`src/rtl/mem_stage_pkg.sv`:
```
// mem_stage_pkg: AluOpBus encodings, MEM-stage FSM states and shared constants
package mem_stage_pkg;
   localparam logic [31:0] ZeroWord   = 32'h0000_0000;
   localparam logic [7:0]  EXE_NOP_OP = 8'b0000_0000;
   localparam logic [7:0]  EXE_ADD_OP = 8'b0010_0000;
   localparam logic [7:0]  EXE_LB_OP  = 8'b1110_0000;
   localparam logic [7:0]  EXE_LH_OP  = 8'b1110_0001;
   localparam logic [7:0]  EXE_LW_OP  = 8'b1110_0011;
   localparam logic [7:0]  EXE_LBU_OP = 8'b1110_0100;
   localparam logic [7:0]  EXE_LHU_OP = 8'b1110_0101;
   localparam logic [7:0]  EXE_SB_OP  = 8'b1110_1000;
   localparam logic [7:0]  EXE_SH_OP  = 8'b1110_1001;
   localparam logic [7:0]  EXE_SW_OP  = 8'b1110_1011;
   localparam logic [7:0]  EXE_LL_OP  = 8'b1111_0000;
   localparam logic [7:0]  EXE_SC_OP  = 8'b1111_1000;
   typedef enum logic [1:0] {S_IDLE, S_WAIT, S_HOLD} state_t;
endpackage

```
`src/rtl/mem_align.sv`:
```
// mem_align: big-endian byte-lane steering, store replication, load extension and alignment check
module mem_align
   import mem_stage_pkg::*;
(
   input  logic [7:0]  aluop,
   input  logic [1:0]  addr,
   input  logic [31:0] reg2,
   input  logic [31:0] rdata,
   output logic        mem,
   output logic        we,
   output logic        misalign,
   output logic [3:0]  sel,
   output logic [31:0] wdata,
   output logic [31:0] ldata
);
   logic bop, hop, wop, sx;
   logic [7:0] b;
   logic [15:0] h;
   always_comb begin
      bop = aluop inside {EXE_LB_OP, EXE_LBU_OP, EXE_SB_OP};
      hop = aluop inside {EXE_LH_OP, EXE_LHU_OP, EXE_SH_OP};
      wop = aluop inside {EXE_LW_OP, EXE_SW_OP, EXE_LL_OP, EXE_SC_OP};
      we = aluop inside {EXE_SB_OP, EXE_SH_OP, EXE_SW_OP, EXE_SC_OP};
      sx = aluop inside {EXE_LB_OP, EXE_LH_OP};
      mem = bop | hop | wop;
      misalign = (hop & addr[0]) | (wop & |addr);
      sel = bop ? 4'b1000 >> addr : hop ? (addr[1] ? 4'b0011 : 4'b1100) : wop ? 4'b1111 : 4'b0000;
      wdata = bop ? {4{reg2[7:0]}} : hop ? {2{reg2[15:0]}} : reg2;
      // lane 3 (bits 31:24) sits at byte offset 0
      b = 8'(rdata >> {~addr, 3'b000});
      h = addr[1] ? rdata[15:0] : rdata[31:16];
      ldata = bop ? {{24{sx & b[7]}}, b} : hop ? {{16{sx & h[15]}}, h} : rdata;
   end
endmodule

```
`src/rtl/mem_stage.sv`:
```
// mem_stage: ToruMIPS MEM stage; ALU pass-through plus request/ack loads and stores with stall and timeout.
// Define LLSC_EN to implement the LLbit with ll/sc semantics; otherwise sc is a nop.
module mem_stage
   import mem_stage_pkg::*;
#(
   parameter int TIMEOUT_CYC = 64
) (
   input  logic        clk,
   input  logic        rst,
   input  logic [7:0]  mem_aluop_i,
   input  logic [31:0] mem_addr_i,
   input  logic [31:0] mem_reg2_i,
   input  logic [4:0]  mem_wd_i,
   input  logic        mem_wreg_i,
   input  logic [31:0] mem_wdata_i,
   input  logic        stall_i,
   input  logic        flush_i,
   input  logic [31:0] dbus_rdata_i,
   input  logic        dbus_ack_i,
   output logic [4:0]  wb_wd_o,
   output logic        wb_wreg_o,
   output logic [31:0] wb_wdata_o,
   output logic        stallreq_o,
   output logic        dbus_req_o,
   output logic        dbus_we_o,
   output logic [31:0] dbus_addr_o,
   output logic [3:0]  dbus_sel_o,
   output logic [31:0] dbus_wdata_o,
   output logic        misalign_o,
   output logic        bus_err_o
);
   state_t state, nxt;
   logic [7:0] cnt, op_q, op;
   logic [31:0] addr_q, reg2_q, hdata, addr, reg2, ldata, wdata;
   logic [4:0] wd_q, hwd, wd;
   logic [3:0] sel;
   logic wreg_q, hwreg, wreg, idle, sc_op, sc_ok, sc_en, go, cmpl, mem, we, mis;
   // while an access is outstanding the op is taken from the issue-time copy
   always_comb begin
      idle = state == S_IDLE;
      op = idle ? mem_aluop_i : op_q;
      addr = idle ? mem_addr_i : addr_q;
      reg2 = idle ? mem_reg2_i : reg2_q;
      wd = idle ? mem_wd_i : wd_q;
      wreg = idle ? mem_wreg_i : wreg_q;
   end
   mem_align u_align (
      .aluop(op), .addr(addr[1:0]), .reg2(reg2), .rdata(dbus_rdata_i),
      .mem(mem), .we(we), .misalign(mis), .sel(sel), .wdata(wdata), .ldata(ldata)
   );
`ifdef LLSC_EN
   logic llbit;
   always_ff @(posedge clk)
      if (rst || flush_i) llbit <= 1'b0;
      else if (cmpl) llbit <= op == EXE_LL_OP ? 1'b1 : sc_op ? 1'b0 : llbit;
   assign sc_ok = llbit;
   assign sc_en = 1'b1;
`else
   assign sc_ok = 1'b0;
   assign sc_en = 1'b0;
`endif
   always_comb begin
      sc_op = op == EXE_SC_OP;
      go = mem & ~mis & ~(sc_op & ~sc_ok);
      nxt = state;
      cmpl = 1'b0;
      dbus_req_o = 1'b0;
      stallreq_o = 1'b0;
      bus_err_o = 1'b0;
      misalign_o = idle & mis;
      wb_wd_o = wd;
      wb_wreg_o = mem ? wreg & ~mis & (sc_op ? sc_en : ~we) : wreg;
      wb_wdata_o = mem ? (sc_op ? {31'b0, sc_ok} : ldata) : mem_wdata_i;
      case (state)
         S_IDLE: if (go) begin
            dbus_req_o = 1'b1;
            cmpl = dbus_ack_i;
            stallreq_o = ~dbus_ack_i;
            nxt = dbus_ack_i ? (stall_i ? S_HOLD : S_IDLE) : S_WAIT;
         end
         S_WAIT: begin
            dbus_req_o = 1'b1;
            cmpl = dbus_ack_i;
            bus_err_o = ~dbus_ack_i & cnt == 8'(TIMEOUT_CYC - 1);
            stallreq_o = ~dbus_ack_i & ~bus_err_o;
            nxt = dbus_ack_i ? (stall_i ? S_HOLD : S_IDLE) : bus_err_o ? S_IDLE : S_WAIT;
            if (bus_err_o) wb_wreg_o = 1'b0;
         end
         default: begin
            wb_wd_o = hwd;
            wb_wreg_o = hwreg;
            wb_wdata_o = hdata;
            if (!stall_i) nxt = S_IDLE;
         end
      endcase
      if (flush_i) begin
         nxt = S_IDLE;
         cmpl = 1'b0;
         dbus_req_o = 1'b0;
         stallreq_o = 1'b0;
         bus_err_o = 1'b0;
         wb_wreg_o = 1'b0;
      end
      if (rst) begin
         nxt = S_IDLE;
         cmpl = 1'b0;
         dbus_req_o = 1'b0;
         stallreq_o = 1'b0;
         bus_err_o = 1'b0;
         misalign_o = 1'b0;
         wb_wd_o = 5'd0;
         wb_wreg_o = 1'b0;
         wb_wdata_o = ZeroWord;
      end
      dbus_we_o = dbus_req_o & we;
      dbus_addr_o = dbus_req_o ? {addr[31:2], 2'b00} : ZeroWord;
      dbus_sel_o = dbus_req_o ? sel : 4'b0000;
      dbus_wdata_o = dbus_req_o ? wdata : ZeroWord;
   end
   always_ff @(posedge clk) begin
      state <= nxt;
      cnt <= state == S_WAIT && nxt == S_WAIT ? cnt + {7'b0, cnt != 8'hFF} : 8'd0;
      if (idle && nxt == S_WAIT) begin
         op_q <= mem_aluop_i;
         addr_q <= mem_addr_i;
         reg2_q <= mem_reg2_i;
         wd_q <= mem_wd_i;
         wreg_q <= mem_wreg_i;
      end
      if (state != S_HOLD && nxt == S_HOLD) begin
         hwd <= wb_wd_o;
         hwreg <= wb_wreg_o;
         hdata <= wb_wdata_o;
      end
   end
endmodule

```
`config.mk`:
```
export PLATFORM = sky130hd
export DESIGN_NAME = mem_stage
export DESIGN_NICKNAME = d
export VERILOG_FILES = /design/src/rtl/mem_stage_pkg.sv /design/src/rtl/mem_align.sv /design/src/rtl/mem_stage.sv
export SDC_FILE = /design/constraint.sdc
export NUM_CORES = 1
export LEC_CHECK = 0
export CAP_MARGIN = 15
export CORE_ASPECT_RATIO = 0.8
export CORE_UTILIZATION = 47
export CTS_BUF_LIST = sky130_fd_sc_hd__clkbuf_2 sky130_fd_sc_hd__clkbuf_4 sky130_fd_sc_hd__clkbuf_8
export CTS_CLUSTER_DIAMETER = 150
export CTS_CLUSTER_SIZE = 40
export DETAILED_ROUTE_END_ITERATION = 12
export PLACE_DENSITY_LB_ADDON = 0.05
export SLEW_MARGIN = 20
export SYNTH_ARGS = -nofsm -noshare
export SYNTH_HDL_FRONTEND = slang
export SYNTH_SLANG_ARGS = --single-unit
```
`constraint.sdc`:
```
create_clock -name clk -period 7.9 [get_ports clk]
set_clock_uncertainty 0.2 [all_clocks]
set_input_delay 0.79 -clock clk [delete_from_list [all_inputs] [get_ports clk]]
set_output_delay 0.79 -clock clk [all_outputs]
set_load 0.005 [all_outputs]
```
==> impl_metrics.yaml <==
detailed_routing:
  drc: 0
  routedWlPerCell_um: 20.6
  avgViaCountPerCell: 6.02
  ant_nets: 0
  first_pass_iters: 5
  initialDrtViolationCount: 676
  num_vias: 6716
  routed_wl_um: 22900
sta:
  min_period_ns: 6.31
  tightest_slew_ns: 1.08
  setup_ws_ns: 1.59
  rsz0062_at_grt: "false"
  slew_violations: 0
  max_freq_ghz: 0.158
  min_period_over_period_pct: 79.9
  final_hold_viol_count: 0
  max_slew_margin_pct: 26.2
  setup_tns_ns: 0
  finalSetupViolations: 0
setup_path:
  required_ns: 6.91
  crit_type: "reg2out"
  r2r_slack_ns: 2.74
  r2r-end: "hdata[6]"
  cp-end-kind: "output pin"
  r2r_start: "state[0]"
  worstPathMaxFanout: 48
  crit_arrival_ns: 5.32
  r2r_cells: 8
  critPathLaunch: "state[0]"
  startpoint_type: "flip-flop"
min_path:
  min_path_type: "reg2reg"
  min_to: "cnt[5]"
  hp-start: "cnt[5]"
  hold_depth: 2
die:
  core_area_um2: 15300
  fp.dieH_um: 115
  start_util_pct: 48.9
  ios: 258
  rows: 40
  die_w_um: 143
  dieArea_um2: 16400
pwr:
  power.internal_mw: 1.18
  power_density_nw_per_um2: 147
  pwr-share-comb_pct: 13.4
  vdd_drop_max_mv: 0.107
  pwr-share-seq_pct: 46.9
  power_mw: 1.55
  p_leak_nw: 3.55
  switching_share_pct: 24.1
  p_clk_share_pct: 39.7
  p_sw_mw: 0.375
finish:
  area_growth_pct: 41.3
  diodes: 0
  finalCoreUtilization_pct: 69.0
  fin_area_um2: 10500
  final_common_cell: "clkdlybuf4s50_1"
  final_cell_mix: "clkdlybuf4s50_1, edfxtp_1, nand2_1"
  nNetsFinal: 1041
  drive_gt1_share_pct: 9.06
grt:
  grt_pass1_wl_um: 35500
  grt_max_degree: 66
  overflow: 0
  grt_pass1_vias: 6530
  antenna_found_initial: 0
  grt_usage_pct: 28.5
yosys:
  async_flop_share_pct: 0
  ys_seq_elements: 126
  syn_inst: 666
  yosys.cell_types.count: 64
  synth.avg_cell_area_um2: 11.2
  synth-main-ff-cell: "edfxtp_1"
  ys_warn_count: 0
  ys_seq_area_share_pct: 49.4
  synth_edf_count: 116
  synth_area_um2: 7460
place:
  place_congestion: 0.886
  dpl_cell_area_um2: 10100
  port_buffers: 255
  preCtsSetupSlack_ns: 1.93
  hpwlAfterDp_um: 16300
clock_network:
  ctsHoldBuffers: 0
  cts_max_path_buffers: 2
  cts-resized-gates: 0
  cts_tree: "built"
  path_clk_slew_ns: 0.08
  numCtsBuffers: 17
  clk_latency_ns: 0.46
  clock-sinks: 126
  post_cts_buffers: 0
  h-tree-depth: 4
  root_buffer: "clkbuf_8"
job:
  cap_violations: 0
run_status:
  status: "finished, final reports clean"
state kept, by name (all words and copies together), names as in the netlist:
signal  cells
hwd         5
wd_q        5
addr_q     32
state       2
cnt         8
hwreg       1
reg2_q     32
op_q        8
wreg_q      1
hdata      32
worst max path at each step:
| stage | endpoint | slack [ns] | cells past startpoint |
|---|---|---|---|
| after floorplan | addr_q[0] | 1.57 | 8 |
| after global placement | dbus_wdata_o[8] | 1.99 | 9 |
| after detailed placement | dbus_wdata_o[18] | 1.93 | 9 |
| after CTS | wb_wdata_o[15] | 1.66 | 8 |
| after global routing | wb_wdata_o[15] | 1.30 | 8 |
| final | wb_wdata_o[14] | 1.59 | 8 |
cell usage after synthesis (all sizes together), types with 10 or more instances:
master     n  area [um^2]
edfxtp   116         3480
nand2     53          199
a21oi     46          234
mux2i     40          413
nor2      38          148
a22o      37          324
clkbuf    34          128
and2      33          206
buf       24          144
inv       24         90.1
o211ai    21          158
o2111ai   18          175
a221oi    17          155
mux4      16          360
nor3      13         85.1
a31oi     12         75.1
nand4     11         68.8
dfxtp     10          200
area by class of cell:
cell class	count	area [um^2]
fill	1163	4730
sequential	126	3680
multi-input combinational	459	3450
timing repair buffer	264	2620
tap	210	263
clock buffer	18	248
clock inverter	14	180
inverter	24	90.1
power by group through the flow:
stage / sequential, mW / clock [mW] / combinational [mW]
global route: 0.730 / 0.657 / 0.222
floorplan: 0.745 / 0 / 0.0747
CTS: 0.729 / 0.625 / 0.207
finish: 0.729 / 0.617 / 0.207
detailed placement: 0.745 / 0 / 0.206
global placement: 0.745 / 0 / 0.201
critical path: stages (launching register included):
cell and delay (ns):
dfxtp_1 0.91, or2_2 0.25, buf_4 0.53, mux2i_2 0.98, o211a_1 0.68, o2111ai_4 0.50
nand4_1 0.35, a31oi_1 0.16, clkdlybuf4s50_1 0.49
metal layers:
layer / vias up / track usage, % / part of all wire (%)
met5: - / 0 / 0
li1: 3081 / - / -
met1: 3268 / 39.1 / 44
met2: 336 / 43.5 / 45
met4: 0 / 9.25 / 1.8
met3: 31 / 8.20 / 9.2
stage by stage:
| step | cells | hold WS (ns) |
|---|---|---|
| floorplan | 667 | 0.272 |
| detailed placement | 1083 | 0.314 |
| global placement | 1083 | 0.295 |
| finish | 1115 | 0.322 |
| global route | 1115 | 0.360 |
| CTS | 1115 | 0.331 |
kinds of logic (layout without fill, tap and decap cells):
| family | Yosys count | after routing | synth area share (%) |
|---|---|---|---|
| and+or+nand+nor | 197 | 197 | 14.4 |
| AOI/OAI and AO/OA | 196 | 196 | 19.9 |
| DFF | 126 | 126 | 49.4 |
| buffers and inverters | 82 | 320 | 4.85 |
| muxes | 56 | 56 | 10.4 |
| xor gates and xnor gates | 6 | 6 | 0.705 |
| adders and majority gates | 2 | 2 | 0.336 |
| other | 1 | 2 | 0.0503 |
Note: power is estimated with default switching activity, not from simulation.
